## config.mk

```make
export PLATFORM = sky130hd
export DESIGN_NAME = keyboard_ps2_rx_ctrl
export DESIGN_NICKNAME = d
export VERILOG_FILES = /design/src/rtl/keyboard_ps2_pkg.sv /design/src/rtl/keyboard_ps2_rx_fifo.sv /design/src/rtl/keyboard_ps2_rx_ctrl.sv
export SDC_FILE = /design/constraint.sdc
export NUM_CORES = 1
export LEC_CHECK = 0
export BUFFER_PORTS_ARGS = -buffer_cell sky130_fd_sc_hd__buf_2
export CAP_MARGIN = 15
export CORE_ASPECT_RATIO = 1.25
export CORE_MARGIN = 5
export CORE_UTILIZATION = 50
export CTS_CLUSTER_DIAMETER = 40
export DETAILED_ROUTE_END_ITERATION = 8
export GPL_ROUTABILITY_DRIVEN = 0
export PLACE_DENSITY_LB_ADDON = 0.25
export SLEW_MARGIN = 5
export SYNTH_ARGS = -nofsm -noshare
export SYNTH_HDL_FRONTEND = slang
export SYNTH_HIERARCHICAL = 1
export SYNTH_SLANG_ARGS = --single-unit
```

## constraint.sdc

```tcl
create_clock -name iCLOCK -period 6.64 [get_ports iCLOCK]
set_input_delay 1.328 -clock iCLOCK [delete_from_list [all_inputs] [get_ports iCLOCK]]
set_output_delay 1.328 -clock iCLOCK [all_outputs]
set_load 0.02 [all_outputs]
```

## src/rtl/keyboard_ps2_pkg.sv

```systemverilog
// Shared types and constants for the PS/2 keyboard receive path.
package keyboard_ps2_pkg;

  typedef enum logic [1:0] {
    ST_IDLE   = 2'd0,
    ST_DATA   = 2'd1,
    ST_PARITY = 2'd2,
    ST_STOP   = 2'd3
  } ps2_state_e;

  // Bit positions inside the sticky error vector.
  localparam int ERR_PARITY   = 0;
  localparam int ERR_FRAME    = 1;
  localparam int ERR_TIMEOUT  = 2;
  localparam int ERR_OVERFLOW = 3;
  localparam int ERR_W        = 4;

endpackage

```

## src/rtl/keyboard_ps2_rx_fifo.sv

```systemverilog
// Receive byte FIFO; a push into a full FIFO is accepted only alongside a pop.
module keyboard_ps2_rx_fifo #(
  parameter int P_DEPTH = 8
) (
  input  logic                       iCLOCK,
  input  logic                       inRESET,
  input  logic                       iRESET_SYNC,
  input  logic                       iPUSH,
  input  logic [7:0]                 iDATA,
  input  logic                       iPOP,
  output logic [7:0]                 oDATA,
  output logic                       oFULL,
  output logic                       oEMPTY,
  output logic [$clog2(P_DEPTH):0]   oCOUNT
);

  localparam int AW = $clog2(P_DEPTH);
  localparam int CW = AW + 1;

  logic [7:0]    mem [P_DEPTH];
  logic [AW-1:0] wrPtr;
  logic [AW-1:0] rdPtr;
  logic [CW-1:0] count;
  logic          pushAcc;
  logic          popAcc;

  assign oFULL   = (count == CW'(P_DEPTH));
  assign oEMPTY  = (count == '0);
  assign popAcc  = iPOP & ~oEMPTY;
  assign pushAcc = iPUSH & (~oFULL | popAcc);
  assign oDATA   = mem[rdPtr];
  assign oCOUNT  = count;

  // Power-of-two depth lets the pointers wrap by natural overflow.
  always_ff @(posedge iCLOCK or negedge inRESET) begin
    if (!inRESET) begin
      wrPtr <= '0;
      rdPtr <= '0;
      count <= '0;
    end else if (iRESET_SYNC) begin
      wrPtr <= '0;
      rdPtr <= '0;
      count <= '0;
    end else begin
      if (pushAcc) wrPtr <= wrPtr + 1'b1;
      if (popAcc)  rdPtr <= rdPtr + 1'b1;
      if (pushAcc && !popAcc)      count <= count + 1'b1;
      else if (popAcc && !pushAcc) count <= count - 1'b1;
    end
  end

  always_ff @(posedge iCLOCK) begin
    if (pushAcc) mem[wrPtr] <= iDATA;
  end

endmodule

```

## src/rtl/keyboard_ps2_rx_ctrl.sv

```systemverilog
// PS/2 keyboard receiver: line synchronizer and glitch filter, frame decoder FSM,
// receive FIFO and sticky error flags. oFSM_STATE exposes the decoder state.
module keyboard_ps2_rx_ctrl
  import keyboard_ps2_pkg::*;
#(
  parameter int P_FIFO_DEPTH     = 8,
  parameter int P_FILTER_CYCLES  = 1250,
  parameter int P_TIMEOUT_CYCLES = 100000
) (
  input  logic                             iCLOCK,
  input  logic                             inRESET,
  input  logic                             iRESET_SYNC,
  input  logic                             iPS2_CLOCK,
  input  logic                             iPS2_DATA,
  output logic                             oDATA_VALID,
  output logic [7:0]                       oDATA,
  input  logic                             iDATA_READY,
  output logic [$clog2(P_FIFO_DEPTH):0]    oCOUNT,
  output logic                             oERR_PARITY,
  output logic                             oERR_FRAME,
  output logic                             oERR_TIMEOUT,
  output logic                             oERR_OVERFLOW,
  input  logic                             iERR_CLEAR,
  output logic [1:0]                       oFSM_STATE
);

  localparam int FW = $clog2(P_FILTER_CYCLES + 1);
  localparam int TW = $clog2(P_TIMEOUT_CYCLES + 1);
  localparam logic [FW-1:0] FILT_LAST = FW'(P_FILTER_CYCLES - 1);
  localparam logic [TW-1:0] TO_LAST   = TW'(P_TIMEOUT_CYCLES - 1);

  // Index 0 carries the PS/2 clock, index 1 the PS/2 data line.
  logic [1:0]    sync1;
  logic [1:0]    sync2;
  logic [1:0]    filt;
  logic [FW-1:0] fcnt [2];
  logic          clkPrev;
  logic          fall;
  logic          sample;

  ps2_state_e    state, stateNext;
  logic [2:0]    bitCnt, bitCntNext;
  logic [7:0]    shiftReg, shiftNext;
  logic          parBit, parNext;
  logic [TW-1:0] toCnt;
  logic          push;
  logic          pop;
  logic          fifoFull;
  logic          fifoEmpty;
  logic [7:0]    fifoHead;
  logic [ERR_W-1:0] errSet;
  logic [ERR_W-1:0] errFlags;

  always_ff @(posedge iCLOCK or negedge inRESET) begin
    if (!inRESET) begin
      sync1   <= 2'b11;
      sync2   <= 2'b11;
      filt    <= 2'b11;
      clkPrev <= 1'b1;
      for (int i = 0; i < 2; i++) fcnt[i] <= '0;
    end else if (iRESET_SYNC) begin
      sync1   <= 2'b11;
      sync2   <= 2'b11;
      filt    <= 2'b11;
      clkPrev <= 1'b1;
      for (int i = 0; i < 2; i++) fcnt[i] <= '0;
    end else begin
      sync1   <= {iPS2_DATA, iPS2_CLOCK};
      sync2   <= sync1;
      clkPrev <= filt[0];
      // A differing value must persist for P_FILTER_CYCLES in a row to be adopted.
      for (int i = 0; i < 2; i++) begin
        if (sync2[i] == filt[i]) begin
          fcnt[i] <= '0;
        end else if (fcnt[i] == FILT_LAST) begin
          filt[i] <= sync2[i];
          fcnt[i] <= '0;
        end else begin
          fcnt[i] <= fcnt[i] + 1'b1;
        end
      end
    end
  end

  assign fall   = clkPrev & ~filt[0];
  assign sample = filt[1];

  always_ff @(posedge iCLOCK or negedge inRESET) begin
    if (!inRESET) begin
      state    <= ST_IDLE;
      bitCnt   <= '0;
      shiftReg <= '0;
      parBit   <= 1'b0;
      toCnt    <= '0;
    end else if (iRESET_SYNC) begin
      state    <= ST_IDLE;
      bitCnt   <= '0;
      shiftReg <= '0;
      parBit   <= 1'b0;
      toCnt    <= '0;
    end else begin
      state    <= stateNext;
      bitCnt   <= bitCntNext;
      shiftReg <= shiftNext;
      parBit   <= parNext;
      toCnt    <= (state == ST_IDLE || fall) ? '0 : toCnt + 1'b1;
    end
  end

  always_comb begin
    stateNext  = state;
    bitCntNext = bitCnt;
    shiftNext  = shiftReg;
    parNext    = parBit;
    push       = 1'b0;
    errSet     = '0;
    if (state != ST_IDLE && !fall && toCnt == TO_LAST) begin
      stateNext           = ST_IDLE;
      errSet[ERR_TIMEOUT] = 1'b1;
    end else if (fall) begin
      case (state)
        ST_IDLE: begin
          if (!sample) begin
            stateNext  = ST_DATA;
            bitCntNext = '0;
          end
        end
        ST_DATA: begin
          shiftNext  = {sample, shiftReg[7:1]};
          bitCntNext = bitCnt + 3'd1;
          if (bitCnt == 3'd7) stateNext = ST_PARITY;
        end
        ST_PARITY: begin
          parNext   = sample;
          stateNext = ST_STOP;
        end
        ST_STOP: begin
          // A bad stop bit masks any parity result.
          if (!sample)                 errSet[ERR_FRAME]  = 1'b1;
          else if (^{shiftReg, parBit}) push              = 1'b1;
          else                         errSet[ERR_PARITY] = 1'b1;
          stateNext = ST_IDLE;
        end
        default: stateNext = ST_IDLE;
      endcase
    end
    errSet[ERR_OVERFLOW] = push & fifoFull & ~pop;
  end

  always_ff @(posedge iCLOCK or negedge inRESET) begin
    if (!inRESET)        errFlags <= '0;
    else if (iRESET_SYNC) errFlags <= '0;
    else                 errFlags <= (iERR_CLEAR ? '0 : errFlags) | errSet;
  end

  keyboard_ps2_rx_fifo #(
    .P_DEPTH (P_FIFO_DEPTH)
  ) u_fifo (
    .iCLOCK      (iCLOCK),
    .inRESET     (inRESET),
    .iRESET_SYNC (iRESET_SYNC),
    .iPUSH       (push),
    .iDATA       (shiftReg),
    .iPOP        (pop),
    .oDATA       (fifoHead),
    .oFULL       (fifoFull),
    .oEMPTY      (fifoEmpty),
    .oCOUNT      (oCOUNT)
  );

  assign oDATA_VALID   = ~fifoEmpty;
  assign pop           = oDATA_VALID & iDATA_READY;
  assign oDATA         = oDATA_VALID ? fifoHead : 8'h00;
  assign oERR_PARITY   = errFlags[ERR_PARITY];
  assign oERR_FRAME    = errFlags[ERR_FRAME];
  assign oERR_TIMEOUT  = errFlags[ERR_TIMEOUT];
  assign oERR_OVERFLOW = errFlags[ERR_OVERFLOW];
  assign oFSM_STATE    = state;

endmodule

```

**Word level (Yosys, flattened, before mapping)**

Memory sizes are Yosys's and may differ from the RTL's.
Cells that the tools add are included.

- Reduce and logical (&&, ||, !) cells: 28
- Equal/unequal tests: 16
- Muxes and demuxes: 58
- Bitwise logic cells: 12
- Add/sub/neg operators: 8

Operators by type and width:

| cell | number |
|---|---|
| $mux W11 | 4 |
| $mux W8 | 5 |
| $mux W17 | 2 |
| $mux W3 | 8 |
| $add A11 B1 Y11 const B | 2 |
| $eq A11 B11 Y1 const B | 2 |
| $mux W2 | 11 |
| $mux W22 | 1 |
| $mux W1 | 20 |
| $mux W4 | 5 |
| $add A17 B1 Y17 const B | 1 |
| $eq A17 B17 Y1 const B | 1 |
| $reduce_bool A2 Y1 | 8 |
| $add A3 B1 Y3 const B | 3 |
| $reduce_and A3 Y1 | 3 |
| $reduce_bool A3 Y1 | 3 |
| $reduce_xor A9 Y1 | 1 |
| $pmux W2 S4 | 1 |
| $and A1 B1 Y1 | 6 |
| $ne A2 B2 Y1 const B | 3 |
| $pmux W3 S2 | 1 |
| $add A4 B1 Y4 const B | 1 |
| $eq A2 B2 Y1 const B | 2 |
| $eq A4 B4 Y1 const B | 1 |
| 17 further kinds | 27 |

- Output and inout port bits: 19
- Memories kept: 1
- Input port bits: 7
- Register bits: 74
- Bits in writable memories: 64
- Word-level logic and storage cells: 139

Memory list:

| name | words | bits a word | read ports | clocked after memory_dff | wr ports | RTL line | source |
|---|---|---|---|---|---|---|---|
| u_fifo.mem | 8 | 8 | 1 | 0 | 1 | keyboard_ps2_rx_fifo.sv:20 | `logic [7:0] mem [P_DEPTH];` |

**Longest topological paths before layout**

- Depth in word-level cells: 12
- Depth in mapped cells: 12
- Gate-level depth less buffers: 10

**Modules after synthesis**

Netlist, hierarchy kept.

By module, submodules not included:

| module | seq. area each (um^2) | cells each | instances | area an instance (um^2) |
|---|---|---|---|---|
| keyboard_ps2_rx_ctrl | 1610.3 | 324 | 1 | 3244.4 |
| keyboard_ps2_rx_fifo | 2172.1 | 177 | 1 | 3203.1 |

**Least setup slack after synthesis**

Ideal clock, no wire load.

- Path kind: input-to-reg
- From: in iDATA_READY
- To: mem u_fifo.mem[0][0] (enable)
- Stages on the path: 5
- Data required time: 6.257 ns
- Buffers on the path: 0
- Arrival: 2.921 ns
- Slack: 3.335 ns
- Setup time: 0.383 ns
- Cells stage by stage: nor2b_1 -> nand2b_1 -> o21ai_2 -> or2_2 -> nor3_1

- Word-level cells in the longest chain between the ends: 6

Ends and longest elaborated chain:

| item | RTL line | source |
|---|---|---|
| start: declaration | keyboard_ps2_rx_ctrl.sv:17 | `input logic iDATA_READY,` |
| $and A1 B1 Y1 | keyboard_ps2_rx_ctrl.sv:172 | `assign pop = oDATA_VALID & iDATA_READY;` |
| $and A1 B1 Y1 | keyboard_ps2_rx_fifo.sv:29 | `assign popAcc = iPOP & ~oEMPTY;` |
| $or A1 B1 Y1 | keyboard_ps2_rx_fifo.sv:30 | `assign pushAcc = iPUSH & (~oFULL \| popAcc);` |
| $and A1 B1 Y1 | keyboard_ps2_rx_fifo.sv:30 |  |
| $mux W1 | keyboard_ps2_rx_fifo.sv:53 | `if (pushAcc) mem[wrPtr] <= iDATA;` |
| $mux W1 (implied by the code) | keyboard_ps2_rx_fifo.sv:53 |  |
| end: declaration | keyboard_ps2_rx_fifo.sv:20 |  |

No other way between the ends.

**Worst setup path after layout**

- From: reg u_fifo.rdPtr[0]
- To: out oDATA[3]

- Word-level cells in the longest chain between the ends: 2

Ends and longest elaborated chain:

| item | RTL line | source |
|---|---|---|
| start: declaration | keyboard_ps2_rx_fifo.sv:22 | `logic [AW-1:0] rdPtr;` |
| start signal: assignment | keyboard_ps2_rx_fifo.sv:46 | `if (popAcc) rdPtr <= rdPtr + 1'b1;` |
| $mem_v2 Z8 W8 | -- |  |
| named net fifoHead[3] | keyboard_ps2_rx_ctrl.sv:50 | `logic [7:0] fifoHead;` |
| $mux W8 | keyboard_ps2_rx_ctrl.sv:173 | `assign oDATA = oDATA_VALID ? fifoHead : 8'h00;` |
| end: declaration | keyboard_ps2_rx_ctrl.sv:16 | `output logic [7:0] oDATA,` |

The timed path passes the listed nets, and every way through them passes these cells.

==> metrics.md <==
| Metric | Value |
|---|---|
| Synth cell count leaders | 67 x dfrtp_1, 64 x edfxtp_1, 59 x nor2_1, 38 x nand2_1, 24 x xnor2_1 |
| # H-tree levels | 4 |
| Min Tclk post-route | 3.96 ns |
| Synthesized area per cell | 12.9 um^2 |
| Fin worst setup slack | 2.68 ns |
| Yosys warns | 6 |
| Largest net degree at the start of global routing | 75 |
| Filler cell count | 1052 |
| Global-route usage over all layers | 16.5% |
| Max Clock Freq | 253 MHz |
| Synthesized area | 6450 um^2 |
| Leak pwr | 0.00281 uW |
| Vias | 3897 |
| Layout cell share with drive strength beyond 1 | 16.3% |
| Crit Path Class | reg2out |
| Sink Count | 138 |
| First-pass GRT wire length | 19.7 mm |
| CP Capture Type | output pin |
| Comb power frac | 1.6% |
| Initial Utilization | 50.9% |
| Peak supply drop | 163 uV |
| Synthesized net count | 525 |
| CTS tree | done |
| I/O pin count | 26 |
| Total inserted antenna cells | 0 |
| # DRC | 0 |
| Relative slew slack | 25.0% |
| P&R area growth vs syn | 12.7% |
| Synth area leader | edfxtp_1 |
| Cell variety after synth | 59 |
| Vias in the first global route | 3936 |
| Clk_lat worst skew | 0.41 ns |
| Clock transition at path regs | 0.06 ns |
| Clk_skew | 0.00782 ns |
| Post-synth top area share | 29.8% |
| Hold Path Depth | 1 |
| Setup TNS | 0 ns |
| Pre-Repair DR Iteration Count | 6 |
| Overflow after GRT | 0 |
| Postcts setup bufs | 0 |
| PD cells | 258 nW/um^2 |
| Post-CTS Hold Buffers | 0 |
| Count leader, synth | dfrtp_1 |
| Final setup viols | 0 |
| Slew Limit Fails | 0 |
| Num rows | 46 |
| Sw Pwr | 374 uW |
| Worst Path Arrival | 2.63 ns |
| Worst hold path type | reg2reg |
| Clk pwr share | 50.1% |
| Sequential power share | 48.3% |
| Drt initial violations | 217 |
| RSZ-0062 raised after global routing | false |
| Crit-path max FO | 18 |
| Required time of the critical path | 5.31 ns |
| Tcrit/Tclk final | 59.6% |
| Post-synth EDFFs | 64 |
| Sw frac | 19.9% |
| Core region area | 12700 um^2 |
| Status | completed |
| DR WL/cell | 16.3 um |
| Full die area | 15300 um^2 |
| Vias per cell | 5.51 |
| Dpl ws | 2.79 ns |
| Critical Path Start Type | flip-flop |
| Largest cells by area after synthesis | edfxtp_1 30%, dfrtp_1 26%, mux4_1 6.5% |
| CTS max path bufs | 2 |
| Top FF cell, synth | dfrtp_1 |
| Routed Antenna Nets | 0 |
| Slew @ Worst Pin | 1.12 ns |
| CTS root buf | clkbuf_16 |
| Max-cap viol count | 0 |
| Post-synthesis register bit count | 138 |
| I/O Buffers | 25 |
| Post-synth ARST share | 53.6% |
| WL final | 11.5 mm |
| Total Nets Final | 550 |
| Initial antenna violation count | 0 |
| DP Wirelength | 7.74 mm |
| Final count of hold timing violations | 0 |
| CTS buffer count | 17 |
| Cells after synthesis | 501 |
| Cells on worst reg2reg path | 7 |
| CTS resizes | 0 |
| Die H | 137 um |
| Die Width | 112 um |
| Int Pwr | 1500 uW |
| Post-synthesis sequential area ratio | 58.7% |
-- power groups by stage --
stage          Clock [uW]  Sequential, uW  Combinational (uW)
4_1_cts               960             906                30.5
5_1_grt              1000             907                33.6
3_3_place_gp            0             922                29.9
6_report              941             906                29.3
3_5_place_dp            0             922                30.5
2_1_floorplan           0             920                15.6
-- per-stage QoR --
| step | hold WS, ns | cell area [um^2] | power, uW | util [%] | std cells |
|---|---|---|---|---|---|
| 2_1_floorplan | 0.452 | 6450 | 935 | - | 501 |
| 3_3_place_gp | 0.467 | 6660 | 952 | 52.6 | 674 |
| 6_report | 0.475 | 7270 | 1880 | 57.4 | 707 |
| 5_1_grt | 0.513 | 7270 | 1940 | 57.4 | 707 |
| 3_5_place_dp | 0.478 | 6660 | 953 | 52.6 | 674 |
| 4_1_cts | 0.486 | 7260 | 1900 | 57.4 | 706 |
-- layer usage --
| metal | wire (um) | vias up | global-route usage (%) | part of all wire (%) |
|---|---|---|---|---|
| met5 | 0 | - | 0 | 0 |
| met4 | 191 | 0 | 5.75 | 1.7 |
| met3 | 387 | 17 | 4.73 | 3.4 |
| met2 | 6130 | 70 | 28.9 | 53 |
| met1 | 4840 | 1952 | 19.4 | 42 |
| li1 | - | 1858 | - | - |
-- worst max-delay path: stages (launching register included) --
cell     delay, ns
dfrtp_1       0.95
mux4_1        0.68
mux2_2        0.28
nor2b_1       0.12
buf_2         0.19
-- worst paths after layout --
check,startpoint,endpoint,slack (ns)
setup / recovery,u_fifo/rdPtr[0],oDATA[3],2.68
hold / removal,fcnt[0],fcnt[0],0.48
setup reg to reg,shiftReg[3],u_fifo/mem[0][4],2.92
hold reg to reg,fcnt[0],fcnt[0],0.48
max in group asynchronous,inRESET,shiftReg[7],4.97
min in group asynchronous,inRESET,fcnt[2],1.04
-- state kept, by name, indices dropped and copies added, names as in the netlist --
register / count
bitCnt: 3
clkPrev: 1
errFlags: 4
fcnt: 22
filt: 2
oFSM_STATE: 2
parBit: 1
shiftReg: 8
sync1: 2
sync2: 2
toCnt: 17
u_fifo/mem: 64
u_fifo/oCOUNT: 4
u_fifo/rdPtr: 3
u_fifo/wrPtr: 3
-- placed cells by master, fill, tap and decap left out, types with 7 or more instances in the layout --
master	netlist	final
nor3_1	12	12
o21ai_0	13	13
a21oi_1	9	9
mux4_1	16	16
and3_1	7	7
nand2_1	38	38
dfstp_2	7	7
nor2b_1	11	11
xnor2_1	24	24
xor2_1	20	20
mux2_2	11	11
edfxtp_1	64	64
clkbuf_16	0	19
dfrtp_1	67	67
buf_2	6	25
ha_1	16	16
nand4_1	11	11
nor2_1	59	59
nand3_1	11	11
inv_1	16	16
-- logic make-up (layout without fill, tap and decap cells) --
kind of cell	after synthesis	in the layout	synth area share (%)
AND/OR/NAND/NOR	189	189	14.9
multiplexers	32	32	9.22
AO/OA/AOI/OAI	44	44	4.66
flip-flops	138	138	58.7
buffers and inverters	36	74	2.83
XOR/XNOR	45	45	6.33
adder cells (fa/ha/maj)	17	17	3.42
-- area by class of cell --
class	count	area, um^2	share of cell area [%]
inverter	16	60.1	0.826
clock inverter	11	118	1.62
tap	168	210	2.89
timing repair buffer	26	133	1.82
clock buffer	21	483	6.64
sequential	138	3780	52.0
multi-input combinational	327	2480	34.2
Power figures use the tool's default switching activity.
